===== src/rtl/if_fetch_unit_pkg.sv =====
// Shared types and constants for the IITB-RISC instruction fetch stage.
// Build option: define IF_FETCH_BUF_EN for a 2-entry fetch buffer
// (prefetch continues through a 1-instruction stall); otherwise 1 entry.
package if_pkg;

    localparam logic [15:0] RESET_PC  = 16'h0000;
    localparam logic [15:0] BUBBLE_IW = 16'hFFFE;

`ifdef IF_FETCH_BUF_EN
    localparam int unsigned FETCH_DEPTH = 2;
`else
    localparam int unsigned FETCH_DEPTH = 1;
`endif

    // Fetch sequencer states: ISSUE (may request), WAIT (response owed),
    // DRAIN (response owed but must be thrown away after a redirect).
    typedef enum logic [1:0] {
        ISSUE = 2'd0,
        WAIT  = 2'd1,
        DRAIN = 2'd2
    } fetch_state_t;

    typedef struct packed {
        logic [15:0] pc;
        logic [15:0] iw;
    } fetch_entry_t;

    // Sequential fetch address; wraps 16'hFFFF -> 16'h0000 naturally.
    function automatic logic [15:0] pc_next(input logic [15:0] pc);
        return pc + 16'h0001;
    endfunction

endpackage


===== src/rtl/if_fetch_unit_if.sv =====
// Instruction-memory request/grant/response bundle for the fetch stage.
interface if_fetch_unit_if;

    logic        imem_req;
    logic [15:0] imem_addr;
    logic        imem_gnt;
    logic        imem_rvalid;
    logic [15:0] imem_rdata;

    // Fetch unit side: issues requests, receives grant and response.
    modport master (
        output imem_req,
        output imem_addr,
        input  imem_gnt,
        input  imem_rvalid,
        input  imem_rdata
    );

    // Memory side.
    modport slave (
        input  imem_req,
        input  imem_addr,
        output imem_gnt,
        output imem_rvalid,
        output imem_rdata
    );

endinterface


===== src/rtl/if_fetch_unit_buf.sv =====
// Small shift-style FIFO of {pc, iw} fetch entries. Entry 0 is always the
// head, so the head output needs no read pointer. Flush beats push and pop.
module if_fetch_buf
    import if_pkg::*;
#(
    parameter int unsigned DEPTH = FETCH_DEPTH
) (
    input  logic         i_clk,
    input  logic         i_resetn,
    input  logic         i_push,
    input  fetch_entry_t i_push_entry,
    input  logic         i_pop,
    input  logic         i_flush,
    output logic [1:0]   o_count,
    output fetch_entry_t o_head
);

    localparam logic [1:0] DEPTH_C = 2'(DEPTH);

    fetch_entry_t r_mem [DEPTH];
    fetch_entry_t w_shift [DEPTH];
    logic [1:0]   r_count;
    logic [1:0]   w_count_nxt;
    logic [1:0]   w_wr_idx;
    logic         w_pop_ok;
    logic         w_push_ok;

    // Value each entry takes when the FIFO advances by one on a pop.
    for (genvar g = 0; g < DEPTH; g++) begin : g_shift
        if (g < DEPTH - 1) begin : g_mid
            assign w_shift[g] = r_mem[g + 1];
        end else begin : g_last
            assign w_shift[g] = r_mem[g];
        end
    end

    // Qualify push/pop against occupancy and pick the write slot.
    always_comb begin
        w_pop_ok  = i_pop && (r_count != 2'd0);
        w_push_ok = i_push && ((r_count < DEPTH_C) || w_pop_ok);
        if (w_pop_ok) begin
            w_wr_idx = r_count - 2'd1;
        end else begin
            w_wr_idx = r_count;
        end
    end

    // Next occupancy.
    always_comb begin
        w_count_nxt = r_count;
        if (i_flush) begin
            w_count_nxt = 2'd0;
        end else begin
            case ({w_push_ok, w_pop_ok})
                2'b10:   w_count_nxt = r_count + 2'd1;
                2'b01:   w_count_nxt = r_count - 2'd1;
                default: w_count_nxt = r_count;
            endcase
        end
    end

    // Occupancy register.
    always_ff @(posedge i_clk) begin
        if (!i_resetn) begin
            r_count <= 2'd0;
        end else begin
            r_count <= w_count_nxt;
        end
    end

    // Entry storage: write the pushed entry, otherwise shift on pop.
    always_ff @(posedge i_clk) begin
        if (!i_resetn) begin
            for (int i = 0; i < DEPTH; i++) begin
                r_mem[i] <= '0;
            end
        end else if (!i_flush) begin
            for (int i = 0; i < DEPTH; i++) begin
                if (w_push_ok && (w_wr_idx == 2'(i))) begin
                    r_mem[i] <= i_push_entry;
                end else if (w_pop_ok) begin
                    r_mem[i] <= w_shift[i];
                end else begin
                    r_mem[i] <= r_mem[i];
                end
            end
        end else begin
            for (int i = 0; i < DEPTH; i++) begin
                r_mem[i] <= r_mem[i];
            end
        end
    end

    assign o_count = r_count;
    assign o_head  = r_mem[0];

endmodule


===== src/rtl/if_fetch_unit.sv =====
// Instruction fetch stage of the 16-bit IITB-RISC pipeline: PC generation,
// single-outstanding imem handshake, fetch buffer and redirect flushing.
// Build option: IF_FETCH_BUF_EN selects a 2-entry buffer (default 1 entry).
module if_fetch_unit
    import if_pkg::*;
(
    input  logic              i_clk,
    input  logic              i_resetn,
    if_fetch_unit_if.master   imem,
    input  logic              i_redirect,
    input  logic [15:0]       i_redirect_pc,
    input  logic              i_stall_IF,
    output logic [15:0]       o_out_IW,
    output logic [15:0]       o_out_pc,
    output logic              o_out_valid
);

    fetch_state_t r_state;
    fetch_state_t w_state_nxt;
    logic [15:0]  r_fetch_pc;
    logic [15:0]  w_fetch_pc_nxt;
    logic [15:0]  r_req_pc;
    logic [15:0]  w_req_pc_nxt;
    logic [15:0]  r_pending_pc;
    logic [15:0]  w_pending_pc_nxt;

    logic         w_push;
    logic         w_flush;
    logic         w_pop;
    logic         w_slot_free;
    logic         w_req;
    logic         w_valid;
    logic [1:0]   w_count;
    fetch_entry_t w_push_entry;
    fetch_entry_t w_head;

    if_fetch_buf #(
        .DEPTH (FETCH_DEPTH)
    ) u_buf (
        .i_clk        (i_clk),
        .i_resetn     (i_resetn),
        .i_push       (w_push),
        .i_push_entry (w_push_entry),
        .i_pop        (w_pop),
        .i_flush      (w_flush),
        .o_count      (w_count),
        .o_head       (w_head)
    );

    // Head is consumable whenever the buffer holds something and IF is not held.
    always_comb begin
        w_valid = (w_count != 2'd0);
        w_pop   = w_valid && !i_stall_IF;
    end

    // A request may go out only if its response is guaranteed a buffer slot.
`ifdef IF_FETCH_BUF_EN
    always_comb begin
        w_slot_free = (w_count < 2'(FETCH_DEPTH));
    end
`else
    always_comb begin
        w_slot_free = (w_count == 2'd0) || w_pop;
    end
`endif

    // Response is tagged with the address of the request that produced it.
    always_comb begin
        w_push_entry.pc = r_req_pc;
        w_push_entry.iw = imem.imem_rdata;
    end

    // Sequencer next-state and handshake decode; redirect overrides everything.
    always_comb begin
        w_state_nxt      = r_state;
        w_fetch_pc_nxt   = r_fetch_pc;
        w_req_pc_nxt     = r_req_pc;
        w_pending_pc_nxt = r_pending_pc;
        w_push           = 1'b0;
        w_flush          = i_redirect;
        w_req            = 1'b0;
        case (r_state)
            ISSUE: begin
                w_req = w_slot_free;
                if (i_redirect) begin
                    w_fetch_pc_nxt = i_redirect_pc;
                    if (w_req && imem.imem_gnt) begin
                        // The granted request is stale; its response must be eaten.
                        w_pending_pc_nxt = i_redirect_pc;
                        w_state_nxt      = DRAIN;
                    end else begin
                        w_state_nxt = ISSUE;
                    end
                end else if (w_req && imem.imem_gnt) begin
                    w_req_pc_nxt   = r_fetch_pc;
                    w_fetch_pc_nxt = pc_next(r_fetch_pc);
                    w_state_nxt    = WAIT;
                end else begin
                    w_state_nxt = ISSUE;
                end
            end
            WAIT: begin
                if (i_redirect) begin
                    if (imem.imem_rvalid) begin
                        // Response lands with the redirect: drop it, nothing left owed.
                        w_fetch_pc_nxt = i_redirect_pc;
                        w_state_nxt    = ISSUE;
                    end else begin
                        w_pending_pc_nxt = i_redirect_pc;
                        w_state_nxt      = DRAIN;
                    end
                end else if (imem.imem_rvalid) begin
                    w_push      = 1'b1;
                    w_state_nxt = ISSUE;
                end else begin
                    w_state_nxt = WAIT;
                end
            end
            DRAIN: begin
                if (imem.imem_rvalid) begin
                    if (i_redirect) begin
                        w_fetch_pc_nxt = i_redirect_pc;
                    end else begin
                        w_fetch_pc_nxt = r_pending_pc;
                    end
                    w_state_nxt = ISSUE;
                end else if (i_redirect) begin
                    w_pending_pc_nxt = i_redirect_pc;
                    w_state_nxt      = DRAIN;
                end else begin
                    w_state_nxt = DRAIN;
                end
            end
            default: begin
                w_flush     = 1'b1;
                w_state_nxt = ISSUE;
            end
        endcase
    end

    // Sequencer and PC registers.
    always_ff @(posedge i_clk) begin
        if (!i_resetn) begin
            r_state      <= ISSUE;
            r_fetch_pc   <= RESET_PC;
            r_req_pc     <= 16'h0000;
            r_pending_pc <= 16'h0000;
        end else begin
            r_state      <= w_state_nxt;
            r_fetch_pc   <= w_fetch_pc_nxt;
            r_req_pc     <= w_req_pc_nxt;
            r_pending_pc <= w_pending_pc_nxt;
        end
    end

    // Drive the memory side; no request may leak out while reset is held.
    always_comb begin
        imem.imem_req  = w_req && i_resetn;
        imem.imem_addr = r_fetch_pc;
    end

    // IF/ID presentation: buffer head or a bubble.
    always_comb begin
        o_out_valid = w_valid;
        if (w_valid) begin
            o_out_IW = w_head.iw;
            o_out_pc = w_head.pc;
        end else begin
            o_out_IW = BUBBLE_IW;
            o_out_pc = 16'h0000;
        end
    end

endmodule


===== src/flat_wrapper.sv =====
// flat-port wrapper written by rule: the top's interface ports become plain ports
module if_fetch_unit_flat import if_pkg::*;
  (i_clk, i_resetn, i_redirect, i_redirect_pc, i_stall_IF, o_out_IW, o_out_pc, o_out_valid, imem_imem_req, imem_imem_addr, imem_imem_gnt, imem_imem_rvalid, imem_imem_rdata);
  if_fetch_unit_if imem_i ();
  input  logic i_clk;
  input  logic i_resetn;
  input  logic i_redirect;
  input  logic [15:0] i_redirect_pc;
  input  logic i_stall_IF;
  output logic [15:0] o_out_IW;
  output logic [15:0] o_out_pc;
  output logic o_out_valid;
  output wire logic [$bits(imem_i.imem_req)-1:0] imem_imem_req;
  output wire logic [$bits(imem_i.imem_addr)-1:0] imem_imem_addr;
  input wire logic [$bits(imem_i.imem_gnt)-1:0] imem_imem_gnt;
  input wire logic [$bits(imem_i.imem_rvalid)-1:0] imem_imem_rvalid;
  input wire logic [$bits(imem_i.imem_rdata)-1:0] imem_imem_rdata;
  assign imem_imem_req = imem_i.imem_req;
  assign imem_imem_addr = imem_i.imem_addr;
  assign imem_i.imem_gnt = imem_imem_gnt;
  assign imem_i.imem_rvalid = imem_imem_rvalid;
  assign imem_i.imem_rdata = imem_imem_rdata;
  if_fetch_unit u_core (.i_clk(i_clk), .i_resetn(i_resetn), .imem(imem_i), .i_redirect(i_redirect), .i_redirect_pc(i_redirect_pc), .i_stall_IF(i_stall_IF), .o_out_IW(o_out_IW), .o_out_pc(o_out_pc), .o_out_valid(o_out_valid));
endmodule

===== config.mk =====
export PLATFORM = sky130hd
export DESIGN_NAME = if_fetch_unit_flat
export DESIGN_NICKNAME = d
export VERILOG_FILES = /design/src/rtl/if_fetch_unit_pkg.sv /design/src/rtl/if_fetch_unit_if.sv /design/src/rtl/if_fetch_unit_buf.sv /design/src/rtl/if_fetch_unit.sv /design/src/flat_wrapper.sv
export SDC_FILE = /design/constraint.sdc
export NUM_CORES = 1
export LEC_CHECK = 0
export CORE_MARGIN = 8
export CORE_UTILIZATION = 52
export DETAILED_ROUTE_END_ITERATION = 10
export PLACE_DENSITY = 0.92
export REMOVE_ABC_BUFFERS = 1
export SLEW_MARGIN = 20
export SYNTH_ARGS = -nofsm -noshare
export SYNTH_HDL_FRONTEND = slang
export SYNTH_SLANG_ARGS = --single-unit

===== constraint.sdc =====
create_clock -name i_clk -period 4.04 [get_ports i_clk]
set_input_delay 0.404 -clock i_clk [delete_from_list [all_inputs] [get_ports i_clk]]
set_output_delay 0.404 -clock i_clk [all_outputs]
set_load 0.02 [all_outputs]

==> results of run 1 <==
cell usage after synthesis (3+ instances only):
cell type | count | area, um2
sky130_fd_sc_hd__dfxtp_1 | 52 | 1040
sky130_fd_sc_hd__nor2_1 | 46 | 173
sky130_fd_sc_hd__mux2i_1 | 33 | 330
sky130_fd_sc_hd__and2_1 | 32 | 200
sky130_fd_sc_hd__edfxtp_1 | 32 | 961
sky130_fd_sc_hd__a21oi_1 | 27 | 135
sky130_fd_sc_hd__nand2_1 | 26 | 97.6
sky130_fd_sc_hd__nor2b_1 | 20 | 125
sky130_fd_sc_hd__or2_2 | 16 | 100
sky130_fd_sc_hd__buf_2 | 13 | 65.1
sky130_fd_sc_hd__nor3_1 | 12 | 60.1
sky130_fd_sc_hd__inv_1 | 11 | 41.3
sky130_fd_sc_hd__o21ai_0 | 11 | 55.1
sky130_fd_sc_hd__clkbuf_1 | 9 | 33.8
sky130_fd_sc_hd__nand3_1 | 7 | 35.0
sky130_fd_sc_hd__a221oi_1 | 6 | 52.6
sky130_fd_sc_hd__ha_1 | 6 | 75.1
sky130_fd_sc_hd__a32o_1 | 5 | 50.1
sky130_fd_sc_hd__buf_6 | 5 | 56.3
sky130_fd_sc_hd__xnor2_1 | 5 | 43.8
sky130_fd_sc_hd__a211oi_1 | 4 | 30.0
sky130_fd_sc_hd__and4_1 | 4 | 35.0
sky130_fd_sc_hd__nand4_1 | 4 | 25.0
sky130_fd_sc_hd__o221a_2 | 4 | 45.0
sky130_fd_sc_hd__and3_1 | 3 | 18.8
sky130_fd_sc_hd__buf_4 | 3 | 22.5
sky130_fd_sc_hd__clkbuf_2 | 3 | 15.0
sky130_fd_sc_hd__mux2_2 | 3 | 33.8
sky130_fd_sc_hd__o32ai_1 | 3 | 26.3
critical path, cell delays in order:
cell                              delay, ps
sky130_fd_sc_hd__clkdlybuf4s50_1        950
sky130_fd_sc_hd__and3_2                 300
sky130_fd_sc_hd__clkdlybuf4s50_1        600
metal layers:
metal,vias up,track usage (%),routed length (um)
met4,0,7.33,156
met3,15,2.87,715
li1,1734,-,-
met1,1652,22.3,4410
met2,139,27.8,4690
met5,-,0,0
registers in the layout (all words and copies together), names as in the netlist:
name,count
u_core.r_req_pc,16
u_core.imem.imem_addr,16
u_core.r_pending_pc,16
u_core.u_buf.r_mem,32
u_core.r_state,2
u_core.u_buf.o_count,2
how the worst min path moves through the flow:
stage	to	slack (ps)	cells past startpoint
3_5_place_dp	u_core.r_req_pc[9]$_SDFFE_PN0P_	470	2
2_1_floorplan	u_core.r_req_pc[13]$_SDFFE_PN0P_	450	2
5_1_grt	u_core.r_req_pc[6]$_SDFFE_PN0P_	520	2
4_1_cts	u_core.r_req_pc[9]$_SDFFE_PN0P_	490	2
6_report	u_core.r_req_pc[9]$_SDFFE_PN0P_	490	2
3_3_place_gp	u_core.r_req_pc[13]$_SDFFE_PN0P_	460	2
metrics by stage:
| step | worst slack (ps) | cells | instance area (um2) |
|---|---|---|---|
| 6_report | 1380 | 627 | 5430 |
| 5_1_grt | 1280 | 627 | 5430 |
| 4_1_cts | 1360 | 627 | 5430 |
| 3_5_place_dp | 1350 | 611 | 5230 |
| 3_3_place_gp | 1390 | 611 | 5230 |
| 2_1_floorplan | -155 | 413 | 4180 |
final cells by class:
cell class	count	area, um2	area share [%]
flip-flops and latches	84	2000	36.9
repair buffers	93	916	16.9
multi-input cells	318	2140	39.4
clock inverters	6	71.3	1.31
well taps	105	131	2.42
clock buffers	10	128	2.35
inverters	11	41.3	0.761
placed cells by master (no fill, tap or decap), types with 5 or more instances in the layout:
cell type and count:
sky130_fd_sc_hd__or2_2 16, sky130_fd_sc_hd__clkbuf_8 9, sky130_fd_sc_hd__clkdlybuf4s50_1 87, sky130_fd_sc_hd__a221oi_1 6, sky130_fd_sc_hd__edfxtp_1 32, sky130_fd_sc_hd__dfxtp_1 52
sky130_fd_sc_hd__mux2i_1 33, sky130_fd_sc_hd__o21ai_0 10, sky130_fd_sc_hd__a32o_1 5, sky130_fd_sc_hd__inv_1 11, sky130_fd_sc_hd__nor3_1 12, sky130_fd_sc_hd__nor2b_1 20
sky130_fd_sc_hd__a21oi_1 27, sky130_fd_sc_hd__nand3_1 7, sky130_fd_sc_hd__xnor2_1 5, sky130_fd_sc_hd__and2_1 32, sky130_fd_sc_hd__nand2_1 26, sky130_fd_sc_hd__buf_4 6
sky130_fd_sc_hd__ha_1 6, sky130_fd_sc_hd__nor2_1 46
power breakdown:
group / switching, mW / leakage, nW / total, mW / internal [mW]
logic: 0.196 / 1.18 / 0.373 / 0.177
registers: 0.0547 / 0.756 / 0.985 / 0.930
clock network: 0.307 / 0.0935 / 0.599 / 0.291
kinds of logic after synthesis:
logic type	synth area share, %
DFF	45.8
and+or+nand+nor	23.3
xor gates and xnor gates	1.00
adders and majority gates	1.72
muxes	8.32
buffers and inverters	5.43
AOI/OAI and AO/OA	14.5
==> metrics.json, run 1 <==
{
  "worst_setup_path": {
    "worst_r2r_endpoint": "u_core.r_pending_pc[4]$_SDFFE_PN0P_",
    "crit_end": "imem_imem_req",
    "cp_data_required_time_ps": 3640,
    "worst_r2r_path_depth": 6,
    "r2r_setup_slack_ps": 1600,
    "worst_setup_path_start_kind": "input pin",
    "critPathCaptureType": "output port",
    "reg2reg_launch_point": "u_core.r_state[0]$_SDFF_PN0_",
    "crit_type": "input pin to output port",
    "worstPathMaxFanout": 18,
    "wp_data_arrival_ps": 2260,
    "startpoint_of_the_most_critical_setup_path": "i_resetn"
  },
  "hold_path": {
    "hold_path.class": "flop to flop",
    "hold_start": "u_core.r_req_pc[9]$_SDFFE_PN0P_"
  },
  "clocking": {
    "cts_hold_repair.buffers": 0,
    "clock-root-buffer": "sky130_fd_sc_hd__clkbuf_8",
    "cts_repair_resize_count": 0,
    "numClockSinks": 84,
    "post_cts_buffers": 0,
    "tritoncts.num_buffers": 9,
    "clkTransAtPathRegs_ps": 80,
    "tritoncts": "yes",
    "ctsLongestPathBuffers": 2,
    "ctsHtreeMaxLevel": 3,
    "clock_insertion_delay_worst_skew_ps": 350
  },
  "logic_synthesis": {
    "ys.flop_type": "sky130_fd_sc_hd__dfxtp_1",
    "synth_warnings": 0,
    "post_synth_inst_count": 447,
    "sequential_to_total_area_share_from_yosys_stat_pct": 45.8,
    "syn_avg_cell_area_um2": 9.79,
    "synth.cell_area_mm2": 0.00437,
    "synth_edf_count": 32,
    "ys_seq_elements": 84,
    "yosys.cell_types.count": 63,
    "synth-async-reset-ratio_pct": 0
  },
  "sta": {
    "finalCritPeriodShare_pct": 65.9,
    "whs_ps": 486,
    "timing_worst_slew_pin_value_ps": 942,
    "maxSlewViolCount": 0,
    "rsz_0062_raised_after_global_routing": "no",
    "total_negative_slack_for_setup_checks_ps": 0,
    "slew-limit-headroom_pct": 37.2,
    "post-route-min-period_ps": 2660,
    "setup_viol_count_final": 0,
    "final.setup_skew_ps": 8.34,
    "timing_hold_violations_final": 0,
    "max_clock_freq_ghz": 0.376
  },
  "pwr": {
    "totalPowerFinal_mw": 1.96,
    "worst_ir_drop_vdd_mv": 0.214,
    "p_leak_nw": 2.03,
    "power.density_cell_area_mw_per_mm2": 360
  },
  "grt": {
    "first_pass_grt_wire_length_um": 16300,
    "grt_pass1_vias": 3296,
    "track_usage_pct": 17.2,
    "grt_antenna_before_repair": 0,
    "grt-ovfl-total": 0,
    "grt_max_degree": 41
  },
  "routing": {
    "drtPass1Iterations": 5,
    "detailedRoute.firstIterationViolations": 286,
    "dr_total_vias": 3540,
    "avgRoutedWirePerCell_um": 15.9,
    "post_drt_via_cell_ratio": 5.65,
    "route.antenna.remaining_nets": 0,
    "detail_route.drc_violations": 0,
    "wl_um": 9980
  },
  "final_layout": {
    "final_core_utilization_pct": 66.4,
    "antennaDiodeCount": 0,
    "n_fill_cell": 636,
    "syn_to_final_growth_pct": 24.1,
    "post_route_cells_drive_above_1_share_pct": 10.9,
    "number_of_nets_at_the_end_of_the_flow": 561
  },
  "place": {
    "routabilityCongestion": 0.854,
    "port_buffers": 87,
    "detailedPlacementHpwl_um": 7190
  },
  "die": {
    "die_w_um": 108,
    "core_mm2": 0.00818,
    "floorplan.die_area_mm2": 0.0116,
    "floorplan.die.height_um": 108,
    "rows": 33,
    "floorplan.initialDensity_pct": 53.5,
    "pin_count": 88
  },
  "status": {
    "status": "completed"
  },
  "run": {
    "max_cap_viol_count": 0
  }
}
No activity file was read; power rests on OpenSTA's default activity.
==> run 2, diff against run 1 <==
--- a/config.mk
+++ b/config.mk
@@ -6,9 +6,9 @@
 export NUM_CORES = 1
 export LEC_CHECK = 0
 export CORE_MARGIN = 8
-export CORE_UTILIZATION = 52
+export CORE_UTILIZATION = 47
 export DETAILED_ROUTE_END_ITERATION = 10
-export PLACE_DENSITY = 0.92
+export PLACE_DENSITY = 0.88
 export REMOVE_ABC_BUFFERS = 1
 export SLEW_MARGIN = 20
 export SYNTH_ARGS = -nofsm -noshare
==> constraint.sdc (replaced) <==
create_clock -name i_clk -period 2.3 [get_ports i_clk]
set_input_delay 0.23 -clock i_clk [delete_from_list [all_inputs] [get_ports i_clk]]
set_output_delay 0.23 -clock i_clk [all_outputs]
set_load 0.02 [all_outputs]
==> run 2 against run 1 <==
Utilization decreased by 5.2 points. Critical path type is now flop to output port. Clock skew increased by 1.4 ps. Largest cell class unchanged. Die area increased by 9.0%. Cell area increased by 3.3%. Highest routed layer unchanged. Clock power increased by 120%. Global-route usage decreased by 0.84 points. First-iteration DRC count increased by 23%. Register-to-register slack got worse by 1300 ps.
==> metrics.json, run 2 (synthesis gave the netlist of run 1 again) <==
{
  "sta": {
    "final.setup_skew": {"value": 9.79, "unit": "ps", "change": "+1.45 ps"},
    "max_clock_freq_ghz": 0.460,
    "rsz_0062_raised_after_global_routing": "no",
    "total_negative_slack_for_setup_checks": {"value": 0, "unit": "ps", "change": "unchanged"},
    "setup_viol_count_final": {"value": 0, "change": "unchanged"},
    "slew-limit-headroom": {"value": 68.4, "unit": "%", "change": "+31 points"},
    "timing_worst_slew_pin_value": {"value": 471, "unit": "ps", "change": "-471 ps"},
    "maxSlewViolCount": {"value": 0, "change": "unchanged"},
    "post-route-min-period_ps": 2170,
    "timing_hold_violations_final": {"value": 0, "change": "unchanged"},
    "final_critical_path_setup_slack": {"value": 126, "unit": "ps", "change": "-1250 ps"},
    "finalCritPeriodShare_pct": 94.5
  },
  "place": {
    "port_buffers": {"value": 87, "change": "unchanged"},
    "routabilityCongestion": {"value": 0.880, "change": "+3.1%"},
    "place_worst_setup_slack": {"value": 98.8, "unit": "ps", "change": "-1250 ps"},
    "detailedPlacementHpwl": {"value": 7630, "unit": "um", "change": "+6.1%"}
  },
  "routing": {
    "drtPass1Iterations": {"value": 5, "change": "unchanged"},
    "avgRoutedWirePerCell": {"value": 16.4, "unit": "um", "change": "+3.3%"},
    "detailedRoute.firstIterationViolations": {"value": 351, "change": "+23%"},
    "detail_route.drc_violations": {"value": 0, "change": "unchanged"},
    "post_drt_via_cell_ratio": {"value": 5.67, "change": "+0.38%"},
    "wl": {"value": 10600, "unit": "um", "change": "+5.9%"},
    "dr_total_vias": {"value": 3644, "change": "+2.9%"},
    "route.antenna.remaining_nets": {"value": 0, "change": "unchanged"}
  },
  "die": {
    "pin_count": {"value": 88, "change": "unchanged"},
    "floorplan.initialDensity": {"value": 47.8, "unit": "%", "change": "-5.7 points"},
    "core": {"value": 0.00915, "unit": "mm2", "change": "+12%"},
    "floorplan.die.height": {"value": 112, "unit": "um", "change": "+4.4%"},
    "die_w": {"value": 112, "unit": "um", "change": "+4.4%"},
    "floorplan.die_area": {"value": 0.0126, "unit": "mm2", "change": "+9.0%"},
    "rows": {"value": 35, "change": "+6.1%"}
  },
  "pwr": {
    "power.density_cell_area": {"value": 667, "unit": "mW/mm2", "change": "+85%"},
    "power_switching_share": {"value": 27.6, "unit": "%", "change": "-0.99 points"},
    "p_leak": {"value": 2.32, "unit": "nW", "change": "+15%"},
    "gate_power_share": {"value": 18.5, "unit": "%", "change": "-0.6 points"},
    "worst_ir_drop_vdd": {"value": 0.379, "unit": "mV", "change": "+77%"},
    "clkPwrFrac": {"value": 35.2, "unit": "%", "change": "+4.6 points"},
    "net-switching-power": {"value": 1.03, "unit": "mW", "change": "+84%"},
    "sequentialPowerShare": {"value": 46.3, "unit": "%", "change": "-4.0 points"},
    "intPower": {"value": 2.71, "unit": "mW", "change": "+94%"}
  },
  "run": {
    "max_cap_viol_count": {"value": 0, "change": "unchanged"}
  },
  "clocking": {
    "clkTransAtPathRegs": {"value": 90, "unit": "ps", "change": "about the same"},
    "numClockSinks": {"value": 84, "change": "unchanged"},
    "tritoncts.num_buffers": {"value": 9, "change": "unchanged"},
    "ctsLongestPathBuffers": {"value": 2, "change": "unchanged"},
    "clock-root-buffer": "sky130_fd_sc_hd__clkbuf_8",
    "clock_insertion_delay_worst_skew": {"value": 350, "unit": "ps", "change": "about the same"},
    "ctsHtreeMaxLevel": {"value": 3, "change": "unchanged"},
    "cts_hold_repair.buffers": {"value": 0, "change": "unchanged"},
    "tritoncts": "yes"
  },
  "final_layout": {
    "largest_register_ff_count": {"value": 32, "change": "unchanged"},
    "layout_common_cells": "54 x sky130_fd_sc_hd__clkdlybuf4s50_1, 52 x sky130_fd_sc_hd__dfxtp_1, 46 x sky130_fd_sc_hd__nor2_1, 33 x sky130_fd_sc_hd__mux2i_1",
    "register_area": {"value": 0.00200, "unit": "mm2", "change": "unchanged"},
    "top_register": "u_core.u_buf.r_mem",
    "n_fill_cell": {"value": 743, "change": "+17%"},
    "antennaDiodeCount": {"value": 0, "change": "unchanged"},
    "multiInputGateArea": {"value": 0.00214, "unit": "mm2", "change": "unchanged"},
    "number_of_nets_at_the_end_of_the_flow": {"value": 571, "change": "+1.8%"},
    "syn_to_final_growth_pct": 28.1,
    "mostFrequentLayoutCell": "sky130_fd_sc_hd__clkdlybuf4s50_1",
    "post_route_cells_drive_above_1_share": {"value": 13.0, "unit": "%", "change": "+2.1 points"}
  },
  "worst_setup_path": {
    "worst_r2r_endpoint": "u_core.imem.imem_addr[5]$_SDFFE_PN0P_",
    "crit_type": "flop to output port",
    "worst_setup_path_start_kind": "flop",
    "critPathCaptureType": "output port",
    "worst_r2r_path_depth": {"value": 7, "change": "+1"},
    "wp_data_arrival": {"value": 1940, "unit": "ps", "change": "-320 ps"},
    "worstPathMaxFanout": {"value": 34, "change": "+16"},
    "reg2reg_launch_point": "u_core.u_buf.o_count[1]$_SDFFE_PP0P_",
    "r2r_setup_slack": {"value": 290, "unit": "ps", "change": "-1310 ps"},
    "cp_data_required_time": {"value": 2070, "unit": "ps", "change": "-1570 ps"}
  },
  "grt": {
    "first_pass_grt_wire_length": {"value": 17200, "unit": "um", "change": "+5.5%"},
    "track_usage": {"value": 16.4, "unit": "%", "change": "-0.84 points"},
    "grt_antenna_before_repair": {"value": 0, "change": "unchanged"},
    "grt_pass1_vias": {"value": 3474, "change": "+5.4%"},
    "grt_max_degree": {"value": 41, "change": "unchanged"},
    "grt-ovfl-total": {"value": 0, "change": "unchanged"}
  },
  "hold_path": {
    "endpoint_of_the_worst_hold_path": "u_core.r_req_pc[9]$_SDFFE_PN0P_",
    "min_delay_path_depth": {"value": 2, "change": "unchanged"},
    "hold_start": "u_core.r_req_pc[9]$_SDFFE_PN0P_",
    "hold_path.class": "flop to flop"
  },
  "status": {
    "status": "completed"
  }
}
[run 2: layer usage]
layer	GRT usage, %	part of all wire [%]	up-vias	wire [um]
met5	0	0	-	0
met4	6.12	2.1	0	223
met3	4.35	6.5	20	692
met2	26.1	45	159	4810
met1	20.8	46	1709	4850
li1	-	-	1756	-
[run 2: final cells by class]
| type | instances | area share, % |
|---|---|---|
| multi-input cells | 318 | 38.2 |
| flip-flops and latches | 84 | 35.7 |
| repair buffers | 103 | 18.4 |
| well taps | 111 | 2.48 |
| clock inverters | 7 | 2.28 |
| clock buffers | 9 | 2.21 |
| inverters | 11 | 0.737 |
[run 2: worst max-delay path, stage by stage (launching register included)]
cell and delay [ps]:
sky130_fd_sc_hd__dfxtp_1 400, sky130_fd_sc_hd__inv_1 70, sky130_fd_sc_hd__ha_1 250, sky130_fd_sc_hd__buf_6 200, sky130_fd_sc_hd__inv_1 70, sky130_fd_sc_hd__clkdlybuf4s50_1 600
[run 2: how the worst max path moves through the flow]
| stage | startpoint | endpoint | slack, ps | depth (start not counted) |
|---|---|---|---|---|
| after floorplan | u_core.u_buf.o_count[0]$_SDFFE_PP0P_ | u_core.u_buf.r_mem[0][0]$_SDFFCE_PN0P_ | -1890 | 5 |
| after global placement | i_redirect | u_core.r_req_pc[11]$_SDFFE_PN0P_ | 180 | 5 |
| final | u_core.u_buf.o_count[1]$_SDFFE_PP0P_ | o_out_valid | 130 | 5 |
| after global routing | u_core.u_buf.o_count[0]$_SDFFE_PP0P_ | o_out_valid | 20 | 5 |
| after detailed placement | i_redirect | u_core.r_req_pc[11]$_SDFFE_PN0P_ | 100 | 5 |
| after CTS | u_core.u_buf.o_count[1]$_SDFFE_PP0P_ | o_out_pc[4] | 0.7 | 5 |
[run 2: stage by stage]
| step | cells | total power [mW] | area, um2 | utilization, % | hold slack, ps |
|---|---|---|---|---|---|
| after floorplan | 413 | 2.13 | 4180 | - | 306 |
| after global placement | 627 | 2.43 | 5350 | 58.4 | 460 |
| after detailed placement | 627 | 2.45 | 5350 | 58.4 | 478 |
| after CTS | 643 | 3.75 | 5570 | 60.9 | 500 |
| after global routing | 643 | 3.88 | 5600 | 61.2 | 527 |
| final | 643 | 3.74 | 5600 | 61.2 | 493 |
[run 2: what timing repair did]
item	in CTS	in global routing
setup endpoints to repair	22	19
hold endpoints to repair	0	0
gates resized for setup	22	13
buffers inserted	0	0
[run 2: power by group through the flow]
stage,registers (mW),logic [mW],clock network (mW)
after floorplan,1.78,0.348,0
after global placement,1.75,0.673,0
after detailed placement,1.76,0.690,0
after CTS,1.73,0.691,1.33
after global routing,1.74,0.747,1.39
final,1.73,0.691,1.31
==> run 3, diff against run 2 <==
--- a/config.mk
+++ b/config.mk
@@ -10,7 +10,6 @@
 export DETAILED_ROUTE_END_ITERATION = 10
 export PLACE_DENSITY = 0.88
 export REMOVE_ABC_BUFFERS = 1
-export SLEW_MARGIN = 20
 export SYNTH_ARGS = -nofsm -noshare
 export SYNTH_HDL_FRONTEND = slang
 export SYNTH_SLANG_ARGS = --single-unit
==> results of run 3 <==
No change in the layout: final DEF, timing and power equal those of run 2.
